==> config.mk <==
export PLATFORM = sky130hd
export DESIGN_NAME = cache_refill_ctrl_flat
export DESIGN_NICKNAME = d
export VERILOG_FILES = /design/src/rtl/cache_refill_ctrl_pkg.sv /design/src/rtl/cache_refill_ctrl_if.sv /design/src/rtl/cache_refill_ctrl_rr_victim_sel.sv /design/src/rtl/cache_refill_ctrl.sv /design/src/flat_wrapper.sv
export SDC_FILE = /design/constraint.sdc
export NUM_CORES = 1
export LEC_CHECK = 0
export CORE_MARGIN = 5
export CORE_UTILIZATION = 62
export CTS_BUF_LIST = sky130_fd_sc_hd__clkbuf_8 sky130_fd_sc_hd__clkbuf_16
export DETAILED_ROUTE_END_ITERATION = 10
export GPL_ROUTABILITY_DRIVEN = 1
export PLACE_DENSITY = 0.83
export SETUP_SLACK_MARGIN = 0.5
export SYNTH_ARGS = -nofsm -noshare
export SYNTH_HDL_FRONTEND = slang
export SYNTH_SLANG_ARGS = --single-unit
==> constraint.sdc <==
create_clock -name clk -period 7.4 [get_ports clk]
set_clock_uncertainty 0.1 [all_clocks]
set_input_delay 1.11 -clock clk [delete_from_list [all_inputs] [get_ports clk]]
set_output_delay 1.11 -clock clk [all_outputs]
set_load 0.02 [all_outputs]
==> src/rtl/cache_refill_ctrl_pkg.sv <==
// Shared parameters, types and helpers for the cache miss-refill controller.
package cache_pkg;

  localparam int TAG_W    = 8;
  localparam int NUM_SETS = 26;
  localparam int NUM_WAYS = 5;
  localparam int SET_W    = $clog2(NUM_SETS);
  localparam int WAY_W    = $clog2(NUM_WAYS);

  typedef logic [SET_W-1:0] set_t;
  typedef logic [WAY_W-1:0] way_t;
  typedef logic [TAG_W-1:0] tag_t;

  typedef enum logic [2:0] {
    IDLE = 3'd0,
    REQ  = 3'd1,
    WAIT = 3'd2,
    FILL = 3'd3,
    RESP = 3'd4
  } refill_state_e;

  // Set count need not be a power of two, so an index can name a non-existent row.
  function automatic logic set_ok(set_t s);
    return {1'b0, s} < (SET_W+1)'(NUM_SETS);
  endfunction

  function automatic way_t next_way(way_t w);
    return (w == way_t'(NUM_WAYS-1)) ? '0 : w + 1'b1;
  endfunction

endpackage

==> src/rtl/cache_refill_ctrl_if.sv <==
// Lookup, memory-fetch, tag-write and response signals of the refill controller.
interface cache_refill_ctrl_if;
  import cache_pkg::*;

  logic lk_valid;
  logic lk_ready;
  logic lk_hit;
  way_t lk_way;
  set_t lk_index;
  tag_t lk_tag;

  logic mem_req_valid;
  logic mem_req_ready;
  set_t mem_req_index;
  tag_t mem_req_tag;
  logic mem_rsp_valid;
  logic mem_rsp_err;

  logic tag_we;
  set_t tag_wr_index;
  way_t tag_wr_way;
  tag_t tag_wr_data;

  logic resp_valid;
  logic resp_hit;
  way_t resp_way;
  logic resp_err;

  modport master (
    input  lk_valid, lk_hit, lk_way, lk_index, lk_tag,
    input  mem_req_ready, mem_rsp_valid, mem_rsp_err,
    output lk_ready,
    output mem_req_valid, mem_req_index, mem_req_tag,
    output tag_we, tag_wr_index, tag_wr_way, tag_wr_data,
    output resp_valid, resp_hit, resp_way, resp_err
  );

  modport slave (
    output lk_valid, lk_hit, lk_way, lk_index, lk_tag,
    output mem_req_ready, mem_rsp_valid, mem_rsp_err,
    input  lk_ready,
    input  mem_req_valid, mem_req_index, mem_req_tag,
    input  tag_we, tag_wr_index, tag_wr_way, tag_wr_data,
    input  resp_valid, resp_hit, resp_way, resp_err
  );

endinterface

==> src/rtl/cache_refill_ctrl_rr_victim_sel.sv <==
// Per-set round-robin victim pointers: combinational read, strobed advance with wrap.
module rr_victim_sel
  import cache_pkg::*;
(
  input  logic clk,
  input  logic rst_n,
  input  set_t rd_set,
  output way_t rd_way,
  input  set_t adv_set,
  input  logic adv_en
);

  way_t ptr_q [NUM_SETS];

  always_ff @(posedge clk or negedge rst_n) begin
    if (!rst_n) begin
      for (int s = 0; s < NUM_SETS; s++) ptr_q[s] <= '0;
    end else if (adv_en && set_ok(adv_set)) begin
      ptr_q[adv_set] <= next_way(ptr_q[adv_set]);
    end
  end

  assign rd_way = set_ok(rd_set) ? ptr_q[rd_set] : '0;

endmodule

==> src/rtl/cache_refill_ctrl.sv <==
// Miss-handling stage after tag lookup: acks hits, refills misses into a round-robin victim.
// Optional CACHE_STATS_EN adds saturating hit/miss counters as extra output ports.
module cache_refill_ctrl
  import cache_pkg::*;
(
  input  logic                 clk,
  input  logic                 rst_n,
  cache_refill_ctrl_if.master  bus
`ifdef CACHE_STATS_EN
  ,
  output logic [15:0]          hit_count,
  output logic [15:0]          miss_count
`endif
);

  // state | meaning
  // IDLE  | ready for a lookup result
  // REQ   | memory fetch request held until accepted
  // WAIT  | waiting for the fetch response
  // FILL  | one-cycle tag write into the victim way
  // RESP  | one-cycle completion pulse
  localparam logic [2:0] ST_IDLE = 3'(IDLE);
  localparam logic [2:0] ST_REQ  = 3'(REQ);
  localparam logic [2:0] ST_WAIT = 3'(WAIT);
  localparam logic [2:0] ST_FILL = 3'(FILL);
  localparam logic [2:0] ST_RESP = 3'(RESP);

  logic [2:0] state_q, state_d;
  set_t       index_q;
  tag_t       tag_q;
  logic       hit_q;
  logic       err_q;
  way_t       way_q;
  way_t       victim;
  logic       accept;
  logic       idx_ok;

  assign accept = (state_q == ST_IDLE) && bus.lk_valid;
  assign idx_ok = set_ok(bus.lk_index);

  rr_victim_sel u_rr (
    .clk     (clk),
    .rst_n   (rst_n),
    .rd_set  (bus.lk_index),
    .rd_way  (victim),
    .adv_set (index_q),
    .adv_en  (state_q == ST_FILL)
  );

  always_comb begin
    state_d = state_q;
    case (state_q)
      ST_IDLE: if (bus.lk_valid) state_d = (!idx_ok || bus.lk_hit) ? ST_RESP : ST_REQ;
      ST_REQ:  if (bus.mem_req_ready) state_d = ST_WAIT;
      ST_WAIT: if (bus.mem_rsp_valid) state_d = bus.mem_rsp_err ? ST_RESP : ST_FILL;
      ST_FILL: state_d = ST_RESP;
      ST_RESP: state_d = ST_IDLE;
      default: state_d = ST_IDLE;
    endcase
  end

  always_ff @(posedge clk or negedge rst_n) begin
    if (!rst_n) state_q <= ST_IDLE;
    else        state_q <= state_d;
  end

  // The victim is captured at accept; pointers only move in FILL, so it cannot go stale.
  always_ff @(posedge clk or negedge rst_n) begin
    if (!rst_n) begin
      index_q <= '0;
      tag_q   <= '0;
      hit_q   <= 1'b0;
      err_q   <= 1'b0;
      way_q   <= '0;
    end else if (accept) begin
      index_q <= bus.lk_index;
      tag_q   <= bus.lk_tag;
      hit_q   <= idx_ok && bus.lk_hit;
      err_q   <= !idx_ok;
      way_q   <= !idx_ok ? '0 : (bus.lk_hit ? bus.lk_way : victim);
    end else if (state_q == ST_WAIT && bus.mem_rsp_valid && bus.mem_rsp_err) begin
      err_q   <= 1'b1;
    end
  end

  assign bus.lk_ready      = (state_q == ST_IDLE);
  assign bus.mem_req_valid = (state_q == ST_REQ);
  assign bus.mem_req_index = index_q;
  assign bus.mem_req_tag   = tag_q;
  assign bus.tag_we        = (state_q == ST_FILL);
  assign bus.tag_wr_index  = index_q;
  assign bus.tag_wr_way    = way_q;
  assign bus.tag_wr_data   = tag_q;
  assign bus.resp_valid    = (state_q == ST_RESP);
  assign bus.resp_hit      = hit_q;
  assign bus.resp_way      = way_q;
  assign bus.resp_err      = err_q;

`ifdef CACHE_STATS_EN
  logic [15:0] hit_count_q, miss_count_q;

  always_ff @(posedge clk or negedge rst_n) begin
    if (!rst_n) begin
      hit_count_q  <= '0;
      miss_count_q <= '0;
    end else if (accept) begin
      if (bus.lk_hit && hit_count_q != 16'hFFFF)
        hit_count_q <= hit_count_q + 16'd1;
      if (!bus.lk_hit && idx_ok && miss_count_q != 16'hFFFF)
        miss_count_q <= miss_count_q + 16'd1;
    end
  end

  assign hit_count  = hit_count_q;
  assign miss_count = miss_count_q;
`endif

endmodule

==> src/flat_wrapper.sv <==
// flat-port wrapper written by rule: the top's interface ports become plain ports
module cache_refill_ctrl_flat import cache_pkg::*;
  (clk, rst_n, bus_lk_valid, bus_lk_hit, bus_lk_way, bus_lk_index, bus_lk_tag, bus_mem_req_ready, bus_mem_rsp_valid, bus_mem_rsp_err, bus_lk_ready, bus_mem_req_valid, bus_mem_req_index, bus_mem_req_tag, bus_tag_we, bus_tag_wr_index, bus_tag_wr_way, bus_tag_wr_data, bus_resp_valid, bus_resp_hit, bus_resp_way, bus_resp_err);
  cache_refill_ctrl_if bus_i ();
  input  logic clk;
  input  logic rst_n;
  input wire logic [$bits(bus_i.lk_valid)-1:0] bus_lk_valid;
  input wire logic [$bits(bus_i.lk_hit)-1:0] bus_lk_hit;
  input wire logic [$bits(bus_i.lk_way)-1:0] bus_lk_way;
  input wire logic [$bits(bus_i.lk_index)-1:0] bus_lk_index;
  input wire logic [$bits(bus_i.lk_tag)-1:0] bus_lk_tag;
  input wire logic [$bits(bus_i.mem_req_ready)-1:0] bus_mem_req_ready;
  input wire logic [$bits(bus_i.mem_rsp_valid)-1:0] bus_mem_rsp_valid;
  input wire logic [$bits(bus_i.mem_rsp_err)-1:0] bus_mem_rsp_err;
  output wire logic [$bits(bus_i.lk_ready)-1:0] bus_lk_ready;
  output wire logic [$bits(bus_i.mem_req_valid)-1:0] bus_mem_req_valid;
  output wire logic [$bits(bus_i.mem_req_index)-1:0] bus_mem_req_index;
  output wire logic [$bits(bus_i.mem_req_tag)-1:0] bus_mem_req_tag;
  output wire logic [$bits(bus_i.tag_we)-1:0] bus_tag_we;
  output wire logic [$bits(bus_i.tag_wr_index)-1:0] bus_tag_wr_index;
  output wire logic [$bits(bus_i.tag_wr_way)-1:0] bus_tag_wr_way;
  output wire logic [$bits(bus_i.tag_wr_data)-1:0] bus_tag_wr_data;
  output wire logic [$bits(bus_i.resp_valid)-1:0] bus_resp_valid;
  output wire logic [$bits(bus_i.resp_hit)-1:0] bus_resp_hit;
  output wire logic [$bits(bus_i.resp_way)-1:0] bus_resp_way;
  output wire logic [$bits(bus_i.resp_err)-1:0] bus_resp_err;
  assign bus_i.lk_valid = bus_lk_valid;
  assign bus_i.lk_hit = bus_lk_hit;
  assign bus_i.lk_way = bus_lk_way;
  assign bus_i.lk_index = bus_lk_index;
  assign bus_i.lk_tag = bus_lk_tag;
  assign bus_i.mem_req_ready = bus_mem_req_ready;
  assign bus_i.mem_rsp_valid = bus_mem_rsp_valid;
  assign bus_i.mem_rsp_err = bus_mem_rsp_err;
  assign bus_lk_ready = bus_i.lk_ready;
  assign bus_mem_req_valid = bus_i.mem_req_valid;
  assign bus_mem_req_index = bus_i.mem_req_index;
  assign bus_mem_req_tag = bus_i.mem_req_tag;
  assign bus_tag_we = bus_i.tag_we;
  assign bus_tag_wr_index = bus_i.tag_wr_index;
  assign bus_tag_wr_way = bus_i.tag_wr_way;
  assign bus_tag_wr_data = bus_i.tag_wr_data;
  assign bus_resp_valid = bus_i.resp_valid;
  assign bus_resp_hit = bus_i.resp_hit;
  assign bus_resp_way = bus_i.resp_way;
  assign bus_resp_err = bus_i.resp_err;
  cache_refill_ctrl u_core (.clk(clk), .rst_n(rst_n), .bus(bus_i));
endmodule
### Word-level counts from Yosys, hierarchy flattened

Index checks and enable logic that the tools add are counted.

* flip-flop bits (word level): 99
* latch bits: 0
* RAM bits: 0
* bits in read-only memories: 0
* bits of input ports: 23
* output and inout port bits: 38
* logic and storage cells: 79
* memories: 0

* add/subtract/negate cells: 1
* multiply operators: 0
* div/mod/pow operators: 0
* magnitude comparators: 5
* equality and inequality tests: 8
* shift-type cells: 0
* mux-type cells: 20
* bitwise gates (word level): 2
* reductions and logical operators: 11

Operators by type and width (number)
* bitwise mux 78 bit: 1
* 2-to-1 mux 3 bit: 13
* binary-select mux 3 bit (select 5 bit): 2
* demux 3 bit (select 5 bit): 1
* >= comparator 6 bit, second input constant: 2
* NOT 5 -> 6 bit: 2
* case mux 3 bit (4 select lines): 1
* < comparator 5 bit, second input constant: 2
* equality test 3 x 2 -> 1 bit, second input constant: 2
* equality test 3 bit, second input constant: 2
* logical AND 1 bit: 6
* < comparator 6 x 1 -> 1 bit, second input constant: 1
* inequality test 2 bit, second input constant: 3
* adder 3 x 1 -> 3 bit, second input constant: 1
* equality test 3 x 1 -> 1 bit, second input constant: 1
* logical NOT 3 bit: 1
* AND reduction 3 bit: 1
* 2-to-1 mux 1 bit: 2
* nonzero test 2 bit: 1
* logical NOT 1 bit: 1
* logical OR 1 bit: 1

### Depth between registers and ports, before layout

* depth after elaboration: 7
* depth in mapped cells: 14
* mapped depth without buffers: 9

### Hierarchy

From an unflattened synthesis, not the netlist that was laid out.

* cell total of the unflattened synthesis: 532
* area total of the unflattened synthesis: 5739.3 µm²

By module, submodules not included
* rr_victim_sel: times used 1, cells each 412, area an instance 4644.5 µm², sequential area each 1951.9 µm²
* cache_refill_ctrl: times used 1, cells each 120, area an instance 1094.8 µm², sequential area each 525.5 µm²

### Worst setup path after synthesis

Ideal clock, no wire load.

* path kind: reg2reg
* start point: reg u_core.index_q[0] (netlist: u_core.bus.mem_req_index[0])
* end point: reg u_core.u_rr.ptr_q[36] (netlist name)
* library setup time: 0.125 ns
* arrival: 3.462 ns
* data required time: 7.175 ns
* setup slack: 3.714 ns
* cell stages (with the launch flop): 14
* buffers on the path: 4
* clock period less this slack: 3.686 ns
* path through: dfrtp_1 buf_2 buf_2 buf_2 mux4_2 mux2i_1 nor2_1 o31ai_1 o221a_2 ha_1 nor3b_1 a31oi_4 clkbuf_2 mux2_2

* longest elaborated chain between the ends: 7
* elaborated cells between the ends (all ways): 15
* those cells by class: add/sub (1); order compare (3); eq/ne (1); mux (7); bitwise (1); reduce/logical (2)

Ends and longest elaborated chain
* start, declared: line cache_refill_ctrl.sv:29 `set_t index_q;`
* start signal, assigned: line cache_refill_ctrl.sv:76 `index_q <= bus.lk_index;`
* NOT 5 -> 6 bit (implied by the code): line cache_refill_ctrl_rr_victim_sel.sv:19 `ptr_q[adv_set] <= next_way(ptr_q[adv_set]);`
* binary-select mux 3 bit (select 5 bit): line cache_refill_ctrl_rr_victim_sel.sv:19
* 2-to-1 mux 3 bit (implied by the code) (2 in a row): line cache_refill_ctrl_rr_victim_sel.sv:19
* adder 3 x 1 -> 3 bit / equality test 3 bit (equally long branches): line cache_refill_ctrl_pkg.sv:28 `return (w == way_t'(NUM_WAYS-1)) ? '0 : w + 1'b1;`
* 2-to-1 mux 3 bit: line cache_refill_ctrl_pkg.sv:28
* bitwise mux 78 bit: line cache_refill_ctrl_rr_victim_sel.sv:19
* end signal, assigned by index: line cache_refill_ctrl_rr_victim_sel.sv:19
* end, declared: line cache_refill_ctrl_rr_victim_sel.sv:13 `way_t ptr_q [NUM_SETS];`

Parallel ways exist; a longest one is shown, timed or not. The select of a mux whose other input is x is not followed.
A chain may end at the register's enable or synchronous reset.

### Worst setup path in the final report

* start point: reg u_core.index_q[0] (netlist: u_core.bus.mem_req_index[0])
* end point: reg u_core.u_rr.ptr_q[47] (netlist name)

Same word-level chain as after synthesis.

==> run metrics <==
run status completed; Diodes inserted 0; number of global-route vias before repair 4,275; Critical Path Start u_core.bus.mem_req_index[0]$_DFFE_PN0P_; CTS H-tree lvls 3; gate count of the mapped netlist 489; number of nets at the end of the flow 539; number of cell rows 34; final setup violating endpoints 0; CTS buffer count 9; maximum number of pins on one net before global-route repair 53; worst relative slew slack 25.7%; Hold Worst Slack 382 ps; Critical Path End Type register; via/cell ratio 6.72; most instantiated flip-flop cell in the synthesis netlist dfrtp_1; vertical extent of the die 106 um; final worst-path cycle share 53.4%; synthesized area divided by synthesized cell count 11.6 um^2; leakage power 2.71 nW; first-iteration detailed-routing DRC count 407; final-layout fill cell count 599; number of setup buffers added after CTS 0; Most Frequent Cell on Critical Path nor2_1; grt total ovfl 0; initial standard-cell utilization of the core 64.3%; Pre-antenna DRT Iters 5; timing-limited maximum frequency 253 MHz; wire length of the first global-routing pass 22,400 um; horizontal die dimension 106 um; post-synthesis instance area 5670 um^2; Worst Path Arrival 4120 ps; Resized Gates After CTS 0; Area contributors post-synth dfrtp_1 44%, mux4_2 14%, mux2_2 12%; slowest stage cell, crit path nand4_2; nets in the synthesized netlist 514; clock sinks 99; top routing layer used met4; distinct cell type count of the synthesized netlist 54; Final Hold Fails 0; WL met2 6420 um; worst stage delay on the critical path 850 ps; gpl congestion 0.900; PnR worst setup slack 3450 ps; synthesis-to-finish area growth 11.4%; Max Buffers Root-to-Sink 2; drt drc 0; initial antenna violation count 0; CTS tree built; Detail Route met3 WL 1290 um; wirelength, routed 13,600 um; mean routed wirelength per cell 21.8 um; post-route minimum period 3950 ps; WP data required 7570 ps; clock tree root driver cell clkbuf_8; Floorplan Core Area 8810 um^2; Clock transition at path regs 90 ps; Worst R2R Start u_core.bus.mem_req_index[0]$_DFFE_PN0P_; largest area contributor in the netlist dfrtp_1; total die area 11,100 um^2; clock latency of the later-clocked register in the worst-skew pair 380 ps; number of nets with antenna violations after detailed routing 0; register bit count reported by yosys 99; fraction of layout instances using a drive strength above 1 24.9%; number of hold buffers added after CTS 0; IO buf count 60; final core occ 71.7%; Cell Pwr Density 365 nW/um^2; gr usage total 25.6%; number of enable flip-flop cells after synthesis 0; proportion of synthesized chip area in sequential cells 43.7%; source of the worst hold timing path u_core.bus.resp_hit$_DFFE_PN0P_; detailed-route wire length on metal 1 5500 um; total of max-cap violations 0; CP cell instances buf_4 > mux4_2 > mux2i_1 > nor2_1 > o31ai_1 > o221ai_1 > ha_1 > nor2_1 > nand4_2 > a31oi_1; io pins 61; class of the worst hold path register to register; synth warn 0; worst-margin pin slew 1110 ps; commonest non-fill, non-tap cell in the layout dfrtp_1; commonest non-fill, non-tap cells in the layout 99 x dfrtp_1, 71 x nor2_1, 59 x clkdlybuf4s50_1, 58 x mux2_2, 46 x nand2_1; Async S/R FF share, synth 100%; sum of negative setup slack 0 ps; peak ir drop on the vdd network 0.164 mV; setup repair after global routing missed its margin no; hpwl dp 9460 um; kind of critical path register to register; max-slew violation total from the final report 0; via count 4,214; startpoint kind of the worst setup timing path register; power after layout 2.30 mW; Setup WS pre-CTS 3510 ps; CP Max Fanout 30; share of the synthesized area in the top cell type 43.7%
==> cells in the mapped netlist, types with 3 or more instances <==
library cell	instances
mux2i_1	11
buf_2	12
buf_4	18
mux2_2	58
nand2b_1	5
a31oi_4	7
a21oi_1	9
nand3b_1	5
clkbuf_1	17
o311ai_0	3
a31oi_2	4
and2_1	3
mux4_2	34
nand3_1	4
dfrtp_1	99
o21ai_0	9
nand4_1	3
inv_1	4
a31oi_1	23
nand2_1	46
nor2_1	71
nor2b_1	3
==> stage by stage <==
stage | std cells | cell area (um^2)
final | 627 | 6310
after CTS | 627 | 6310
after global routing | 627 | 6310
after detailed placement | 611 | 6130
after floorplan | 489 | 5670
after global placement | 611 | 6130
==> logic make-up (layout without fill, tap and decap cells) <==
| group | after synthesis | in the layout | share of synthesized area [%] |
|---|---|---|---|
| buffers and inverters | 57 | 87 | 5.72 |
| DFF | 99 | 99 | 43.7 |
| and+or+nand+nor | 156 | 156 | 12.5 |
| AOI/OAI and AO/OA | 72 | 72 | 10.6 |
| adders and majority gates | 2 | 2 | 0.442 |
| muxes | 103 | 103 | 27.0 |
==> worst max-delay path, delay by kind of cell (launching register included) <==
family	cells	cell delay, ps
AND/OR/NAND/NOR	3	1060
AO/OA/AOI/OAI	3	930
multiplexers	2	740
buffers and inverters	1	420
flip-flops	1	330
adder cells (fa/ha/maj)	1	250
==> sequential cells by signal, indices dropped and copies added (netlist names) <==
signal	flops
u_core.bus.resp_err	1
u_core.bus.mem_req_index	5
u_core.bus.resp_hit	1
u_core.state_q	3
u_core.bus.resp_way	3
u_core.u_rr.ptr_q	78
u_core.bus.mem_req_tag	8
==> report_power, final <==
| group | switching [mW] | leakage, nW | internal, mW |
|---|---|---|---|
| combinational | 0.649 | 1.27 | 0.488 |
| sequential | 0.157 | 1.35 | 0.684 |
| clock | 0.192 | 0.0901 | 0.131 |
| total | 0.999 | 2.71 | 1.30 |
==> worst paths after layout <==
path / cells after the start / slack [ps] / end
max: 10 / 3450 / u_core.u_rr.ptr_q[47]$_DFFE_PN0P_
min: 2 / 380 / u_core.bus.resp_hit$_DFFE_PN0P_
max reg2reg: 10 / 3450 / u_core.u_rr.ptr_q[47]$_DFFE_PN0P_
min reg2reg: 2 / 380 / u_core.bus.resp_hit$_DFFE_PN0P_
max in group asynchronous: 2 / 5480 / u_core.u_rr.ptr_q[12]$_DFFE_PN0P_
min in group asynchronous: 1 / 620 / u_core.state_q[0]$_DFFE_PN0P_
==> layer usage <==
layer  up-vias  GRT usage [%]
met5         -              0
met4         0           9.71
met3        36           7.21
met2       238           41.0
met1      2109           33.6
li1       1831              -
==> cell type report <==
type	count	area, um^2	area share, %
clock inverters	6	41.3	0.654
repair buffers	65	636	10.1
inverters	6	22.5	0.357
clock buffers	10	138	2.18
multi-input cells	333	2860	45.4
flip-flops and latches	99	2480	39.2
well taps	108	135	2.14
Note: power is estimated with default switching activity, not from simulation.
